--- src/rtl/debouncer_button_array_if.sv ---
// Signal bundle for debouncer_button_array: raw button inputs, conditioned outputs
// and a per-channel FSM state view (2 bits per channel) for checkers.
interface debouncer_button_array_if #(
  parameter int N_CH = 4
);
  logic [N_CH-1:0]   noisy;
  logic [N_CH-1:0]   debounced;
  logic [N_CH-1:0]   p_edge;
  logic [N_CH-1:0]   n_edge;
  logic [N_CH-1:0]   edge_detected;
  logic [N_CH-1:0]   long_press;
  logic              any_event;
  logic [2*N_CH-1:0] state_dbg;

  // No valid/ready handshake: noisy is sampled every cycle, outputs are level/pulse.
  modport master (
    output noisy,
    input  debounced, p_edge, n_edge, edge_detected, long_press, any_event, state_dbg
  );

  modport slave (
    input  noisy,
    output debounced, p_edge, n_edge, edge_detected, long_press, any_event, state_dbg
  );
endinterface

--- src/rtl/debouncer_button_array.sv ---
// N-channel button conditioner: 2-FF sync, counter debounce, edge pulses, long press.
// Optional auto-repeat of long_press is enabled by defining BTN_AUTO_REPEAT_EN.
module debouncer_button_array #(
  parameter int N_CH          = 4,
  parameter int STABLE_CYCLES = 500000,
  parameter int HOLD_CYCLES   = 100000000,
  parameter int REPEAT_CYCLES = 20000000
) (
  input  logic                     clk,
  input  logic                     reset,
  debouncer_button_array_if.slave  bus
);

  localparam int MAX_SH  = (STABLE_CYCLES > HOLD_CYCLES) ? STABLE_CYCLES : HOLD_CYCLES;
  localparam int MAX_ALL = (MAX_SH > REPEAT_CYCLES) ? MAX_SH : REPEAT_CYCLES;
  localparam int CW      = $clog2(MAX_ALL + 1);

  localparam logic [CW-1:0] STABLE_LAST = CW'(STABLE_CYCLES - 1);
  localparam logic [CW-1:0] HOLD_LAST   = CW'(HOLD_CYCLES - 1);
  localparam logic [CW-1:0] HOLD_PRE    = CW'(HOLD_CYCLES - 2);
`ifdef BTN_AUTO_REPEAT_EN
  localparam logic [CW-1:0] REPEAT_LAST = CW'(REPEAT_CYCLES - 1);
`endif

  typedef enum logic [1:0] {
    ST_LOW      = 2'd0,
    ST_RISE_CHK = 2'd1,
    ST_HIGH     = 2'd2,
    ST_FALL_CHK = 2'd3
  } state_t;

  logic [N_CH-1:0]   s1_q, s2_q;
  logic [N_CH-1:0]   deb_v, pe_v, ne_v, ed_v, lp_v;
  logic [2*N_CH-1:0] state_v;

  always_ff @(posedge clk or posedge reset) begin
    if (reset) begin
      s1_q <= '0;
      s2_q <= '0;
    end else begin
      s1_q <= bus.noisy;
      s2_q <= s1_q;
    end
  end

  for (genvar i = 0; i < N_CH; i++) begin : g_ch
    state_t        state_q;
    logic [CW-1:0] cnt_q, hold_q, hold_nxt;
    logic          deb_q, pe_q, ne_q, ed_q, lp_q;
    logic          s, stable_hit, enter_high, exit_high, holding, lp_nxt;
`ifdef BTN_AUTO_REPEAT_EN
    logic [CW-1:0] rep_q, rep_nxt;
`endif

    always_comb begin
      s          = s2_q[i];
      stable_hit = (cnt_q == STABLE_LAST);
      enter_high = (state_q == ST_RISE_CHK) && s && stable_hit;
      exit_high  = (state_q == ST_FALL_CHK) && !s && stable_hit;
      // The cycle that drops debounced does not age the hold count nor fire long_press.
      holding    = ((state_q == ST_HIGH) || (state_q == ST_FALL_CHK)) && !exit_high;
      hold_nxt   = (hold_q == HOLD_LAST) ? hold_q : hold_q + 1'b1;
      lp_nxt     = (hold_q == HOLD_PRE);
`ifdef BTN_AUTO_REPEAT_EN
      rep_nxt    = '0;
      if (hold_q == HOLD_LAST) begin
        if (rep_q == REPEAT_LAST) begin
          lp_nxt = 1'b1;
        end else begin
          rep_nxt = rep_q + 1'b1;
        end
      end
`endif
    end

    always_ff @(posedge clk or posedge reset) begin
      if (reset) begin
        state_q <= ST_LOW;
        cnt_q   <= '0;
        deb_q   <= 1'b0;
        pe_q    <= 1'b0;
        ne_q    <= 1'b0;
        ed_q    <= 1'b0;
      end else begin
        pe_q <= enter_high;
        ne_q <= exit_high;
        ed_q <= enter_high | exit_high;
        case (state_q)
          ST_LOW: begin
            if (s) begin
              state_q <= ST_RISE_CHK;
              cnt_q   <= CW'(1);
            end
          end
          ST_RISE_CHK: begin
            if (!s) begin
              state_q <= ST_LOW;
              cnt_q   <= '0;
            end else if (stable_hit) begin
              state_q <= ST_HIGH;
              cnt_q   <= '0;
              deb_q   <= 1'b1;
            end else begin
              cnt_q <= cnt_q + 1'b1;
            end
          end
          ST_HIGH: begin
            if (!s) begin
              state_q <= ST_FALL_CHK;
              cnt_q   <= CW'(1);
            end
          end
          ST_FALL_CHK: begin
            if (s) begin
              state_q <= ST_HIGH;
              cnt_q   <= '0;
            end else if (stable_hit) begin
              state_q <= ST_LOW;
              cnt_q   <= '0;
              deb_q   <= 1'b0;
            end else begin
              cnt_q <= cnt_q + 1'b1;
            end
          end
          default: begin
            state_q <= ST_LOW;
            cnt_q   <= '0;
          end
        endcase
      end
    end

    always_ff @(posedge clk or posedge reset) begin
      if (reset) begin
        hold_q <= '0;
        lp_q   <= 1'b0;
      end else begin
        hold_q <= holding ? hold_nxt : '0;
        lp_q   <= holding && lp_nxt;
      end
    end

`ifdef BTN_AUTO_REPEAT_EN
    always_ff @(posedge clk or posedge reset) begin
      if (reset) begin
        rep_q <= '0;
      end else begin
        rep_q <= holding ? rep_nxt : '0;
      end
    end
`endif

    assign deb_v[i]           = deb_q;
    assign pe_v[i]            = pe_q;
    assign ne_v[i]            = ne_q;
    assign ed_v[i]            = ed_q;
    assign lp_v[i]            = lp_q;
    assign state_v[2*i +: 2]  = state_q;
  end

  assign bus.debounced     = deb_v;
  assign bus.p_edge        = pe_v;
  assign bus.n_edge        = ne_v;
  assign bus.edge_detected = ed_v;
  assign bus.long_press    = lp_v;
  assign bus.any_event     = |(ed_v | lp_v);
  assign bus.state_dbg     = state_v;

endmodule

--- src/flat_wrapper.sv ---
// flat-port wrapper written by rule: the top's interface ports become plain ports
module debouncer_button_array_flat 
#(
  parameter int N_CH          = 4,
  parameter int STABLE_CYCLES = 500000,
  parameter int HOLD_CYCLES   = 100000000,
  parameter int REPEAT_CYCLES = 20000000
)
  (clk, reset, bus_noisy, bus_debounced, bus_p_edge, bus_n_edge, bus_edge_detected, bus_long_press, bus_any_event, bus_state_dbg);
  debouncer_button_array_if #(.N_CH(N_CH)) bus_i ();
  input  logic clk;
  input  logic reset;
  input wire logic [$bits(bus_i.noisy)-1:0] bus_noisy;
  output wire logic [$bits(bus_i.debounced)-1:0] bus_debounced;
  output wire logic [$bits(bus_i.p_edge)-1:0] bus_p_edge;
  output wire logic [$bits(bus_i.n_edge)-1:0] bus_n_edge;
  output wire logic [$bits(bus_i.edge_detected)-1:0] bus_edge_detected;
  output wire logic [$bits(bus_i.long_press)-1:0] bus_long_press;
  output wire logic [$bits(bus_i.any_event)-1:0] bus_any_event;
  output wire logic [$bits(bus_i.state_dbg)-1:0] bus_state_dbg;
  assign bus_i.noisy = bus_noisy;
  assign bus_debounced = bus_i.debounced;
  assign bus_p_edge = bus_i.p_edge;
  assign bus_n_edge = bus_i.n_edge;
  assign bus_edge_detected = bus_i.edge_detected;
  assign bus_long_press = bus_i.long_press;
  assign bus_any_event = bus_i.any_event;
  assign bus_state_dbg = bus_i.state_dbg;
  debouncer_button_array #(.N_CH(N_CH), .STABLE_CYCLES(STABLE_CYCLES), .HOLD_CYCLES(HOLD_CYCLES), .REPEAT_CYCLES(REPEAT_CYCLES)) u_core (.clk(clk), .reset(reset), .bus(bus_i));
endmodule
--- config.mk ---
export PLATFORM = sky130hd
export DESIGN_NAME = debouncer_button_array_flat
export DESIGN_NICKNAME = d
export VERILOG_FILES = /design/src/rtl/debouncer_button_array_if.sv /design/src/rtl/debouncer_button_array.sv /design/src/flat_wrapper.sv
export SDC_FILE = /design/constraint.sdc
export NUM_CORES = 1
export LEC_CHECK = 0
export BUFFER_PORTS_ARGS = -buffer_cell sky130_fd_sc_hd__buf_4
export CELL_PAD_IN_SITES_DETAIL_PLACEMENT = 1
export CELL_PAD_IN_SITES_GLOBAL_PLACEMENT = 2
export CORE_ASPECT_RATIO = 0.6
export CORE_MARGIN = 2
export CORE_UTILIZATION = 40
export DETAILED_ROUTE_END_ITERATION = 16
export PLACE_DENSITY_LB_ADDON = 0.1
export SLEW_MARGIN = 10
export SYNTH_ARGS = -nofsm -noshare
export SYNTH_HDL_FRONTEND = slang
export SYNTH_SLANG_ARGS = --single-unit
--- constraint.sdc ---
create_clock -name clk -period 11.3 [get_ports clk]
set_clock_uncertainty 0.2 [all_clocks]
set_input_delay 1.13 -clock clk [delete_from_list [all_inputs] [get_ports clk]]
set_output_delay 1.13 -clock clk [all_outputs]
set_load 0.1 [all_outputs]
Word-level counts from Yosys, hierarchy flattened
Index checks and enable logic that the tools add are counted.

cells by class
  add/sub/neg operators = 8
  equal/unequal tests = 60
  mux-type cells = 80
  bitwise gates (word level) = 5
  reduce and logical (&&, ||, !) cells = 57

operators by type and width
  kind                     count
  $mux W27                 28
  $pmux W27 S4             4
  $add A27 B1 Y27 const B  8
  $eq A27 B27 Y1 const B   8
  $eq A27 B19 Y1 const B   4
  $mux W2                  24
  $ne A2 B1 Y1 const B     16
  $pmux W2 S4              4
  $logic_and A1 B1 Y1      24
  $ne A2 B2 Y1 const B     12
  $reduce_and A5 Y1        4
  $eq A2 B2 Y1 const B     8
  $mux W1                  16
  $reduce_and A4 Y1        4
  $ne A3 B1 Y1 const B     4
  $ne A3 B3 Y1 const B     4
  $eq A2 B1 Y1 const B     4
  $logic_not A1 Y1         8
  $logic_not A2 Y1         4
  $pmux W1 S2              4
  $reduce_and A2 Y1        4
  $reduce_bool A2 Y1       4
  $logic_or A1 B1 Y1       4
  $or A1 B1 Y1             4
  2 further kinds          2

word-level totals
  register bits after elaboration = 252
  input port bits = 6
  output and inout port bits = 29

Longest topological paths before layout
  depth after elaboration = 6
  mapped depth = 8
  gate-level depth less buffers = 6

Worst setup path before layout
No wires, ideal clock.

  kind = reg2reg
  from = register (tool-made name)
  to = register u_core.g_ch[3].cnt_q[20]
  arrival = 2.479 ns
  setup slack = 8.539 ns
  stages on the path, launching flop included = 8
  buffers on the path = 2
  clock period less this slack = 2.761 ns
  cells stage by stage = dfrtp_1 clkbuf_1 xor2_1 nand2_1 a21oi_1 clkbuf_1 a31oi_1 a31oi_1

RTL lines
  what                    line                           source
  end signal: assignment  debouncer_button_array.sv:104  cnt_q <= cnt_q + 1'b1;
  end signal: assignment  debouncer_button_array.sv:122  cnt_q <= cnt_q + 1'b1;
  end: declaration        debouncer_button_array.sv:48   logic [CW-1:0] cnt_q, hold_q, hold_nxt;

Worst setup path in the final report
  from = register u_core.g_ch[0].lp_q
  to = output bus_any_event

between the ends
  longest elaborated chain between the ends = 2

RTL lines
  what                      line                           source
  start: declaration        debouncer_button_array.sv:49   logic deb_q, pe_q, ne_q, ed_q, lp_q;
  start signal: assignment  debouncer_button_array.sv:139  lp_q <= holding && lp_nxt;
  $or A4 B4 Y4              debouncer_button_array.sv:166  assign bus.any_event = |(ed_v | lp_v);
  $reduce_or A4 Y1          debouncer_button_array.sv:166
  end: declaration          flat_wrapper.sv:19             output wire logic [$bits(bus_i.any_event)-1:0] bus_any_event;

No other way between the ends.

==> metrics.csv <==
metric,value,unit
status,"finished, final reports clean",
diodes,0,
synth_most_common_cell,dfrtp_1,
p_per_area,129.3,nW/um^2
endpoint_kind,output pin,
syn_area_per_cell,9.275,sq um
initialDrtViolationCount,644,
multi_input_area,6442,sq um
power.leakage,5.925,nW
synth_top_flop_cell,dfrtp_1,
path_clk_slew,0.06,ns
area_growth,10.22,%
synth_edf_count,0,
postSynthCellCount,1431,
gr-total-overflow,0,
setup_slack,8.011,ns
yosys_warnings,0,
synth_top_area_cell,dfrtp_1,
relSlewSlack,0.1840,
core_area,32540,sq um
slowest_delay,0.63,ns
ctsHoldBuffers,0,
maxSlewViolCount,0,
critPathSlowestCell,nor4_1,
grt_max_degree,130,
first_global_vias,10660,
clock-sinks,252,
cp_max_fo,2,
finalNetCount,1444,
yosysSeqAreaShare,0.4751,
finalWeightedCongestion,0.7583,
critPathBufInv,1,
io-pin-count,35,
syn-cell-area,13270,sq um
vias_per_cell,5.724,
hpwl,22.74,mm
cts_resized,0,
crit_family,simple AND/OR/NAND/NOR gates,
cts-root-buf,clkbuf_16,
rsz0062_at_grt,false,
synthTopCellsByCount,"252 x dfrtp_1, 143 x nor2_1, 128 x nand2_1",
post_cts_buffers,0,
hold_viol,0,
grt_util_all_layers,0.1994,
grt_pass1_wl,57.46,mm
clkLatencyLatePin,0.55,ns
synth.area.top_cells,"dfrtp_1 48%, xor2_1 4.6%, nor2_1 4.0%",
regArea,6306,sq um
drv_cap,0,
synth_seq_cells,252,
crit_path_start_kind,flip-flop,
required,9.97,ns
htree_levels,1,
numCtsBuffers,26,
cp_cell_sequence,nor4_1 > nand2_1 > buf_4,
syn-num-nets,1449,
drive_gt1_frac,0.08581,
netlist.area_leader.share,0.4751,
die_y,145.1,um
tightest_slew,1.215,ns
final_antenna_net_count,0,
fp-row-count,51,
drc,0,
worst_ep_arrival_time,1.96,ns
fill_cells,3716,
drt-wirelength-per-cell,18.32,um
peakVddDrop,0.1116,mV
async_reset_ff_frac,1.000,
hp-class,flip-flop to flip-flop,
rrSetupSlack,8.31,ns
clock_path_buffers,3,
wl,34.24,mm
dpl_worst_slack,8.111,ns
finalSetupTns,0,ns
die_w,239.2,um
synth.distinct_cells,70,
cts_tree,done,
via_count,10700,
numPortBuffers,34,
min_period,3.289,ns
dieArea,34700,sq um
final-setup-viol-count,0,
drt_pass1_iterations,5,
path_class,flip-flop to output pin,
fmax,0.3040,GHz
start_util,0.4078,
antenna_found_initial,0,
fin_crit_sh,0.2911,
area by class of cell:
cell class,count,share of cell area
clock buffers,39,0.05337
repair buffers,49,0.02515
flip-flops and latches,252,0.4311
well taps,424,0.03626
multi-input cells,1064,0.4404
inverters,33,0.008981
clock inverters,8,0.004790
stage by stage:
stage               std cells  hold WS, ns    util  total power (W)  area [sq um]
global placement         1822       0.1330  0.4232         0.001034         13770
global route             1869       0.1664  0.4495         0.001971         14630
CTS                      1869       0.1544  0.4493         0.001926         14620
detailed placement       1822       0.1372  0.4232         0.001037         13770
floorplan                1431       0.1312       -         0.001009         13270
finish                   1869       0.1543  0.4495         0.001891         14630
report_power, final:
group | internal (W) | switching [W] | leakage [nW]
sequential | 0.000916 | 0.0000224 | 3.48
clock | 0.000499 | 0.000374 | 0.417
combinational | 0.0000221 | 0.0000579 | 2.03
sequential cells by signal, indices dropped and copies added (netlist names), named ones only:
register / flops
u_core.g_ch.ed_q: 4
u_core.g_ch.hold_q: 108
u_core.g_ch.lp_q: 4
u_core.g_ch.deb_q: 4
u_core.g_ch.cnt_q: 108
u_core.s2_q: 4
u_core.g_ch.state_q: 4
u_core.g_ch.ne_q: 4
u_core.s1_q: 4
u_core.g_ch.pe_q: 4
cell usage in the layout (no fill, tap or decap), types with 7 or more instances in the layout:
master | synthesis | final
o21ai_0 | 49 | 49
nor4b_1 | 12 | 12
nor3_1 | 52 | 52
xnor2_1 | 30 | 30
nor4_1 | 31 | 30
nor3b_1 | 7 | 7
clkbuf_16 | 0 | 27
nand4_1 | 62 | 62
and2_1 | 11 | 11
nand2_1 | 128 | 128
a21oi_1 | 63 | 60
inv_1 | 33 | 32
a22o_1 | 21 | 21
ha_1 | 12 | 12
o211ai_1 | 9 | 9
a31oi_1 | 72 | 72
or2_2 | 10 | 10
or4_1 | 10 | 10
dfrtp_1 | 252 | 252
xor2_1 | 69 | 69
and3_1 | 37 | 37
nand3_1 | 84 | 84
or3_1 | 21 | 21
nor2_1 | 143 | 143
a21o_1 | 18 | 18
buf_4 | 21 | 49
nand2b_1 | 11 | 11
and4_1 | 28 | 28
worst paths after layout:
path                                         start                  endpoint  depth (start not counted)
hold / removal                      u_core.s1_q[1]            u_core.s2_q[1]                          0
setup / recovery               u_core.g_ch[0].lp_q             bus_any_event                          3
max in group asynchronous                    reset  u_core.g_ch[3].hold_q[5]                          3
hold reg to reg                     u_core.s1_q[1]            u_core.s2_q[1]                          0
min in group asynchronous                    reset  u_core.g_ch[0].hold_q[0]                          2
setup reg to reg           u_core.g_ch[0].cnt_q[6]  u_core.g_ch[0].hold_q[4]                          5
worst reg2reg max path: cells and delay by family, from the launching register on:
kind	cells	cell delay [ns]
compound gates	1	0.71
simple gates	4	1.49
flops	1	0.45
routing by layer:
layer  vias up  global-route usage  share of wire
met4         0             0.03688          0.017
met2        89              0.2788           0.41
met5         -                   0              0
met1      5371              0.3245           0.55
li1       5203                   -              -
met3        35             0.02530          0.023
kinds of logic after synthesis:
| family | after synthesis | synth area share |
|---|---|---|
| buffers and inverters | 115 | 0.04195 |
| AOI/OAI and AO/OA | 270 | 0.1296 |
| DFF | 252 | 0.4751 |
| xor gates and xnor gates | 99 | 0.06533 |
| and+or+nand+nor | 675 | 0.2704 |
| muxes | 8 | 0.006316 |
| adders and majority gates | 12 | 0.01131 |
(Power assumes the default switching activity.)
